[config.mk]
export PLATFORM = sky130hd
export DESIGN_NAME = uart_rx
export DESIGN_NICKNAME = d
export VERILOG_FILES = /design/src/rtl/uart_pkg.sv /design/src/rtl/sync_2ff.sv /design/src/rtl/uart_rx.sv
export SDC_FILE = /design/constraint.sdc
export NUM_CORES = 1
export LEC_CHECK = 0
export CORE_AREA = 2 2 67 132
export CTS_BUF_LIST = sky130_fd_sc_hd__clkbuf_4
export DETAILED_ROUTE_END_ITERATION = 8
export DIE_AREA = 0 0 69 134
export GPL_ROUTABILITY_DRIVEN = 0
export SYNTH_ARGS = -nofsm -noshare
export SYNTH_HDL_FRONTEND = slang
export SYNTH_HIERARCHICAL = 1
export SYNTH_SLANG_ARGS = --single-unit
[constraint.sdc]
create_clock -name clk -period 2.2 [get_ports clk]
set_input_delay 0.44 -clock clk [delete_from_list [all_inputs] [get_ports clk]]
set_output_delay 0.44 -clock clk [all_outputs]
set_load 0.02 [all_outputs]
[src/rtl/uart_pkg.sv]
// Constants and types shared by the UART receive and transmit stages.
// The 27 MHz / 115200 baud link gives 234 clocks per bit.
package uart_pkg;

    localparam int unsigned FREQ         = 27_000_000;
    localparam int unsigned BAUD         = 115_200;
    localparam int unsigned CLKS_PER_BIT = FREQ / BAUD;

    typedef enum logic [2:0] {
        IDLE,
        START,
        DATA,
        STOP,
        WAIT_HIGH
    } rx_state_t;

endpackage

[src/rtl/sync_2ff.sv]
// Two-flop synchronizer for a single asynchronous input pin.
// Both flops reset to RESET_VAL so an idle-high line reads idle from reset.
module sync_2ff #(
    parameter logic RESET_VAL = 1'b1
) (
    input  logic clk,
    input  logic rst,
    input  logic i_async,
    output logic o_sync
);

    logic r_meta;
    logic r_sync;

    // NOTE: sequential state uses non-blocking assignments so r_sync takes the old r_meta.
    always_ff @(posedge clk or negedge rst) begin
        if (!rst) begin
            r_meta <= RESET_VAL;
            r_sync <= RESET_VAL;
        end else begin
            r_meta <= i_async;
            r_sync <= r_meta;
        end
    end

    assign o_sync = r_sync;

endmodule

[src/rtl/uart_rx.sv]
// 8N1 UART receiver: mid-bit sampling of the synchronized line, byte handed
// out on a valid/ready interface, framing errors and overruns pulsed for one cycle.
module uart_rx
    import uart_pkg::*;
#(
    parameter int unsigned FREQ = uart_pkg::FREQ,
    parameter int unsigned BAUD = uart_pkg::BAUD
) (
    input  logic       clk,
    input  logic       rst,
    input  logic       rx,
    output logic [7:0] rx_data,
    output logic       rx_valid,
    input  logic       rx_ready,
    output logic       frame_err,
    output logic       overrun,
    output logic       busy
);

    localparam int unsigned CLKS_PER_BIT = FREQ / BAUD;
    localparam int unsigned HALF         = CLKS_PER_BIT / 2;
    localparam logic [15:0] LAST_CNT     = 16'(CLKS_PER_BIT - 1);
    localparam logic [15:0] HALF_CNT     = 16'(HALF - 1);

    rx_state_t   r_state;
    rx_state_t   w_state_nxt;
    logic        w_rx_s;
    logic [15:0] r_bit_cnt;
    logic [2:0]  r_bit_idx;
    logic [7:0]  r_shreg;
    logic [7:0]  r_rx_data;
    logic        r_rx_valid;
    logic        r_frame_err;
    logic        r_overrun;
    logic        w_cnt_clr;
    logic        w_shift;
    logic        w_stop_hit;
    logic        w_deliver;
    logic        w_frame_bad;

    sync_2ff #(.RESET_VAL(1'b1)) u_sync (
        .clk     (clk),
        .rst     (rst),
        .i_async (rx),
        .o_sync  (w_rx_s)
    );

    always_ff @(posedge clk or negedge rst) begin
        if (!rst) r_state <= IDLE;
        else      r_state <= w_state_nxt;
    end

    // NOTE: every signal driven here gets a default first, so no path can infer a latch.
    always_comb begin
        w_state_nxt = r_state;
        w_cnt_clr   = 1'b0;
        w_shift     = 1'b0;
        w_stop_hit  = 1'b0;
        unique case (r_state)
            IDLE: if (!w_rx_s) begin
                w_state_nxt = START;
                w_cnt_clr   = 1'b1;
            end
            START: if (r_bit_cnt == HALF_CNT) begin
                w_cnt_clr   = 1'b1;
                w_state_nxt = w_rx_s ? IDLE : DATA;
            end
            DATA: if (r_bit_cnt == LAST_CNT) begin
                w_cnt_clr = 1'b1;
                w_shift   = 1'b1;
                if (r_bit_idx == 3'd7) w_state_nxt = STOP;
            end
            STOP: if (r_bit_cnt == LAST_CNT) begin
                w_cnt_clr   = 1'b1;
                w_stop_hit  = 1'b1;
                w_state_nxt = w_rx_s ? IDLE : WAIT_HIGH;
            end
            WAIT_HIGH: if (w_rx_s) w_state_nxt = IDLE;
            default: w_state_nxt = IDLE;
        endcase
    end

    assign w_deliver   = w_stop_hit & w_rx_s;
    assign w_frame_bad = w_stop_hit & ~w_rx_s;

    always_ff @(posedge clk or negedge rst) begin
        if (!rst) begin
            r_bit_cnt <= '0;
            r_bit_idx <= '0;
            r_shreg   <= '0;
        end else begin
            if (w_cnt_clr)
                r_bit_cnt <= '0;
            else if (r_state inside {START, DATA, STOP})
                r_bit_cnt <= r_bit_cnt + 16'd1;

            if (r_state == START)
                r_bit_idx <= '0;
            else if (w_shift)
                r_bit_idx <= r_bit_idx + 3'd1;

            if (w_shift) r_shreg <= {w_rx_s, r_shreg[7:1]};
        end
    end

    // A consume and a delivery on the same edge hand over the new byte without a gap.
    always_ff @(posedge clk or negedge rst) begin
        if (!rst) begin
            r_rx_data   <= '0;
            r_rx_valid  <= 1'b0;
            r_frame_err <= 1'b0;
            r_overrun   <= 1'b0;
        end else begin
            r_frame_err <= w_frame_bad;
            r_overrun   <= w_deliver & r_rx_valid & ~rx_ready;
            if (w_deliver && (!r_rx_valid || rx_ready)) begin
                r_rx_data  <= r_shreg;
                r_rx_valid <= 1'b1;
            end else if (r_rx_valid && rx_ready) begin
                r_rx_valid <= 1'b0;
            end
        end
    end

    assign rx_data   = r_rx_data;
    assign rx_valid  = r_rx_valid;
    assign frame_err = r_frame_err;
    assign overrun   = r_overrun;
    assign busy      = (r_state != IDLE);

endmodule

Word-level counts from Yosys, hierarchy flattened
Index checks and enable logic that the tools add are counted.
{"block": "totals", "reg_bits": 43, "inputBits": 4, "output_inout_bits": 12, "word_cells": 64}
{"block": "op_classes", "n_addsub": 2, "n_eq_ne": 13, "mux": 21, "bitwise": 6, "n_reduce_logical": 12}
{"op": "$mux 16", "n": 2}
{"op": "$mux 3", "n": 9}
{"op": "$add 16x1->16 const B", "n": 1}
{"op": "$eq 16x7->1 const B", "n": 1}
{"op": "$eq 16x8->1 const B", "n": 1}
{"op": "$pmux 3 s5", "n": 1}
{"op": "$ne 2x2->1 const B", "n": 5}
{"op": "$mux 1", "n": 7}
{"op": "$eq 3x2->1 const B", "n": 2}
{"op": "$eq 3x3->1 const B", "n": 2}
{"op": "$reduce_and 6->1", "n": 1}
{"op": "$reduce_bool 2->1", "n": 3}
{"op": "$reduce_bool 3->1", "n": 2}
{"op": "$and 1x1->1", "n": 4}
{"op": "$add 3x1->3 const B", "n": 1}
{"op": "$eq 3x1->1 const B", "n": 1}
{"op": "$logic_not 3->1", "n": 1}
{"op": "$pmux 1 s3", "n": 1}
{"op": "$logic_and 1x1->1", "n": 2}
{"op": "$mux 2", "n": 1}
{"op": "$ne 2x1->1 const B", "n": 1}
{"op": "$not 1->1", "n": 2}
{"op": "$reduce_or 2->1", "n": 1}
{"op": "$logic_not 1->1", "n": 1}
{"op": "$logic_or 1x1->1", "n": 1}

Longest topological paths before layout
{"block": "logic_depth", "ltp_word": 6, "ltp_mapped": 8, "mapped_depth_nobuf": 7}

Modules after synthesis
Netlist, hierarchy kept.
{"mod": "uart_rx", "n_inst": 1, "cells_each": 172, "area_per_inst_um2": 1949.4, "seq_area_each_um2": 1026.0}
{"mod": "sync_2ff", "n_inst": 1, "cells_each": 2, "area_per_inst_um2": 52.6, "seq_area_each_um2": 52.6}

Worst setup path after synthesis
Ideal clock, no wire load.
{"block": "synth_timing", "path_kind": "register to register", "startpoint": "register r_bit_cnt[9]", "endpoint": "register r_shreg[1]", "setup_ps": 125, "t_arrival_ps": 1978, "t_required_ps": 2075, "setup_slack_ps": 97, "path_stages_with_launch": 7, "n_path_buf": 1, "period_less_slack_ps": 2103, "cell_sequence": "dfrtp_1 -> or4_4 -> nor4_4 -> nand2_2 -> nor2_4 -> buf_6 -> mux2_2"}
{"block": "synth_via", "elab_chain_len": 3}
{"element": "start: declaration", "line_no": "uart_rx.sv:28", "text": "logic [15:0] r_bit_cnt;"}
{"element": "start signal: assignment", "line_no": "uart_rx.sv:95", "text": "r_bit_cnt <= r_bit_cnt + 16'd1;"}
{"element": "$eq 16x8->1", "line_no": "uart_rx.sv:68", "text": "DATA: if (r_bit_cnt == LAST_CNT) begin"}
{"element": "$mux 1", "line_no": "uart_rx.sv:68"}
{"element": "$mux 1", "line_no": "uart_rx.sv:59", "text": "unique case (r_state)"}
{"element": "end signal: assignment", "line_no": "uart_rx.sv:102", "text": "if (w_shift) r_shreg <= {w_rx_s, r_shreg[7:1]};"}
{"element": "end: declaration", "line_no": "uart_rx.sv:30", "text": "logic [7:0] r_shreg;"}
No other way between the ends.
A chain may end at the register's enable or synchronous reset.

Worst setup path in the final report
{"block": "layout_timing", "startpoint": "register r_bit_cnt[12]", "endpoint": "register r_rx_data[7], in the netlist rx_data[7]"}
{"block": "layout_via", "elab_chain_len": 5}
{"element": "$eq 16x8->1", "line_no": "uart_rx.sv:73", "text": "STOP: if (r_bit_cnt == LAST_CNT) begin"}
{"element": "$mux 1", "line_no": "uart_rx.sv:73"}
{"element": "$mux 1", "line_no": "uart_rx.sv:59"}
{"element": "$and 1x1->1", "line_no": "uart_rx.sv:83", "text": "assign w_deliver = w_stop_hit & w_rx_s;"}
{"element": "$logic_and 1x1->1", "line_no": "uart_rx.sv:116", "text": "if (w_deliver && (!r_rx_valid || rx_ready)) begin"}
{"element": "end signal: assignment", "line_no": "uart_rx.sv:117", "text": "r_rx_data <= r_shreg;"}
{"element": "end: declaration", "line_no": "uart_rx.sv:31", "text": "logic [7:0] r_rx_data;"}
No other way between the ends.

==> results.txt <==
pwr dens: 489 mW/mm2
initial DRC count: 28
Die Ht: 134 um
worst reg2reg setup slack: 0.08 ns
Synth Flop Type: dfrtp_1
R2R Path Start: r_bit_cnt[12]
fraction of layout cells with a size suffix above 1: 0.249
reg2reg path depth: 6
Num CTS Buffers: 5
Antenna Cells: 0
Hold WC Path Type: input port to async pin
Worst VDD drop: 0.399 mV
Pre-antenna DRT Iters: 3
synth top area cells: dfrtp_1 51%, mux2_2 9.0%, nor2_1 4.9%
share of the synthesized area in the top cell type: 0.513
Worst EP required: 2.44 ns
Final Hold Fails: 0
Critical R2R Capture: rx_data[7]
initial antenna violation count: 0
Worst-Skew Late Latency: 0.36 ns
Final ANT Viol Nets: 0
CP Buf/Inv Count: 1
min Tclk post-route: 2.12 ns
largest stage delay on the critical path: 0.59 ns
Synth Warn #: 6
nets: 217
status: finished, final reports clean
vias: 1,371
fill cell count: 886
most common cell in the synthesized netlist: dfrtp_1
Post-CTS Hold Buffers: 0
Cells after Synth: 174
RSZ-0062 raised after global routing: false
global-route wire length before repair: 6780 um
Die X: 69 um
skew final: 0.0146 ns
area leader, netlist: dfrtp_1
IO Port Bufs: 15
hold slack final: 0.134 ns
Worst-Margin Slew: 0.547 ns
Synth Register Bits: 43
worst relative slew slack: 0.635
setup violators final: 0
Slew Viols, Final: 0
largest net degree at the start of global routing: 44
drt via density: 4.47
Initial Utilization: 0.243
Synth Cell Area: 0.00200 mm2
final HPWL from detailed placement: 2950 um
clk slew on worst S/H paths: 0.13 ns
number of global-route vias before repair: 1,427
Worst EP arrival: 2.36 ns
max-cap violations: 0
Setup Fix Bufs, Post-CTS: 0
cell chain of the critical path: or4_4, nor2_2, nand3_2, nor3b_4, buf_12, mux2_2
setup_tns: 0 ns
Die ar.: 0.00925 mm2
Worst setup startpoint: r_bit_cnt[12]
overflow left after global routing: 0
top cells by count, synth: 41 x dfrtp_1, 26 x nor2_1, 18 x nand2_1
distinct cell type count after synthesis: 35
CTS Sinks: 43
DRC: 0
Worst Path Max Fanout: 8
clk root buf: clkbuf_4
Post-Place Setup Slack: 0.0871 ns
Routed WL: 4030 um
Placeable Area: 0.00823 mm2
DP Area: 0.00238 mm2
Final Cycle Share: 0.964
slowest stage cell, crit path: or4_4
standard-cell rows: 47
post-route cell area: 0.00245 mm2
Max Clk Rate: 0.471 GHz
setup ws final: 0.0789 ns
sequential fraction of the synthesis area: 0.539
class of the most critical setup path: flop to flop
H-tree depth: 2
Crit path max-delay family: simple AND/OR/NAND/NOR gates
Pwr Total: 1.20 mW
ys async rst share: 1.00
crit start category: flop
Avg Synthesized Cell Area: 11.5 um2
Total Routing Usage GR: 0.0924
Synth Net Count: 183
Longest Clk Path Bufs: 2
TritonCTS clock tree: yes
WL per Instance: 13.1 um
IO Count: 16
Area Overhead vs Synth: 22.3%
crit end category: flop
Post-synth EDFFs: 0
total leakage power: 1.09 nW
-- repair_timing --
item,4_1_cts,5_1_grt
cloned,0,1
endpoints found under the setup margin,1,24
resized for setup,1,3
-- per-layer routing --
metal / routed length, um / vias to the layer above / track usage
met1: 1450 / 683 / 0.0930
met5: 0 / - / 0
met2: 2430 / 17 / 0.181
met3: 74 / 6 / 0.0120
met4: 79 / 0 / 0.0458
li1: - / 665 / -
-- worst max-delay path by stage --
stage	end	slack [ns]	cells past startpoint
after floorplan	r_shreg[1]	0.1	6
after global placement	rx_data[3]	0.09	6
after detailed placement	rx_data[1]	0.09	6
after CTS	rx_data[1]	0.07	6
after global routing	r_bit_idx[0]	0.0006	6
final	rx_data[7]	0.08	6
-- cell usage in the layout (no fill, tap or decap), drive strengths merged, types with 4 or more instances in the layout --
cell / n
clkbuf: 6
nand3: 7
nor2: 28
dfrtp: 41
xor2: 11
xnor2: 4
nand4: 4
buf: 16
clkdlybuf4s50: 13
nand2: 19
ha: 5
inv: 5
mux2: 16
-- kinds of logic (layout without fill, tap and decap cells) --
logic type	after synthesis	count (layout)	share of synthesized area
and+or+nand+nor	74	75	0.201
DFF	43	43	0.539
muxes	19	19	0.105
xor gates and xnor gates	15	15	0.0656
AOI/OAI and AO/OA	9	9	0.0344
buffers and inverters	9	43	0.0244
adders and majority gates	5	5	0.0313
-- layout make-up --
class / instances / area [um2] / area share
clock buffers: 6 / 45.0 / 0.0184
clock inverters: 2 / 7.51 / 0.00307
flip-flops and latches: 43 / 1080 / 0.440
inverters: 5 / 18.8 / 0.00766
repair buffers: 30 / 282 / 0.115
well taps: 98 / 123 / 0.0501
multi-input cells: 123 / 895 / 0.365
-- where the power goes --
group / internal [mW] / total (mW) / leakage (nW) / switching (mW)
logic: 0.00595 / 0.0235 / 0.475 / 0.0175
clock network: 0.131 / 0.379 / 0.0307 / 0.247
registers: 0.794 / 0.795 / 0.579 / 0.00193
-- sequential cells by signal, summed over array words and instances, names as in the netlist --
signal / cells
r_bit_idx: 3
rx_valid: 1
rx_data: 8
frame_err: 1
u_sync/r_meta: 1
r_state: 3
u_sync/o_sync: 1
r_bit_cnt: 16
overrun: 1
r_shreg: 8
-- stage by stage --
stage | cells | utilization
CTS | 306 | 0.295
finish | 307 | 0.297
floorplan | 174 | -
global route | 307 | 0.297
global placement | 298 | 0.289
detailed placement | 298 | 0.289
Power figures use the tool's default switching activity.
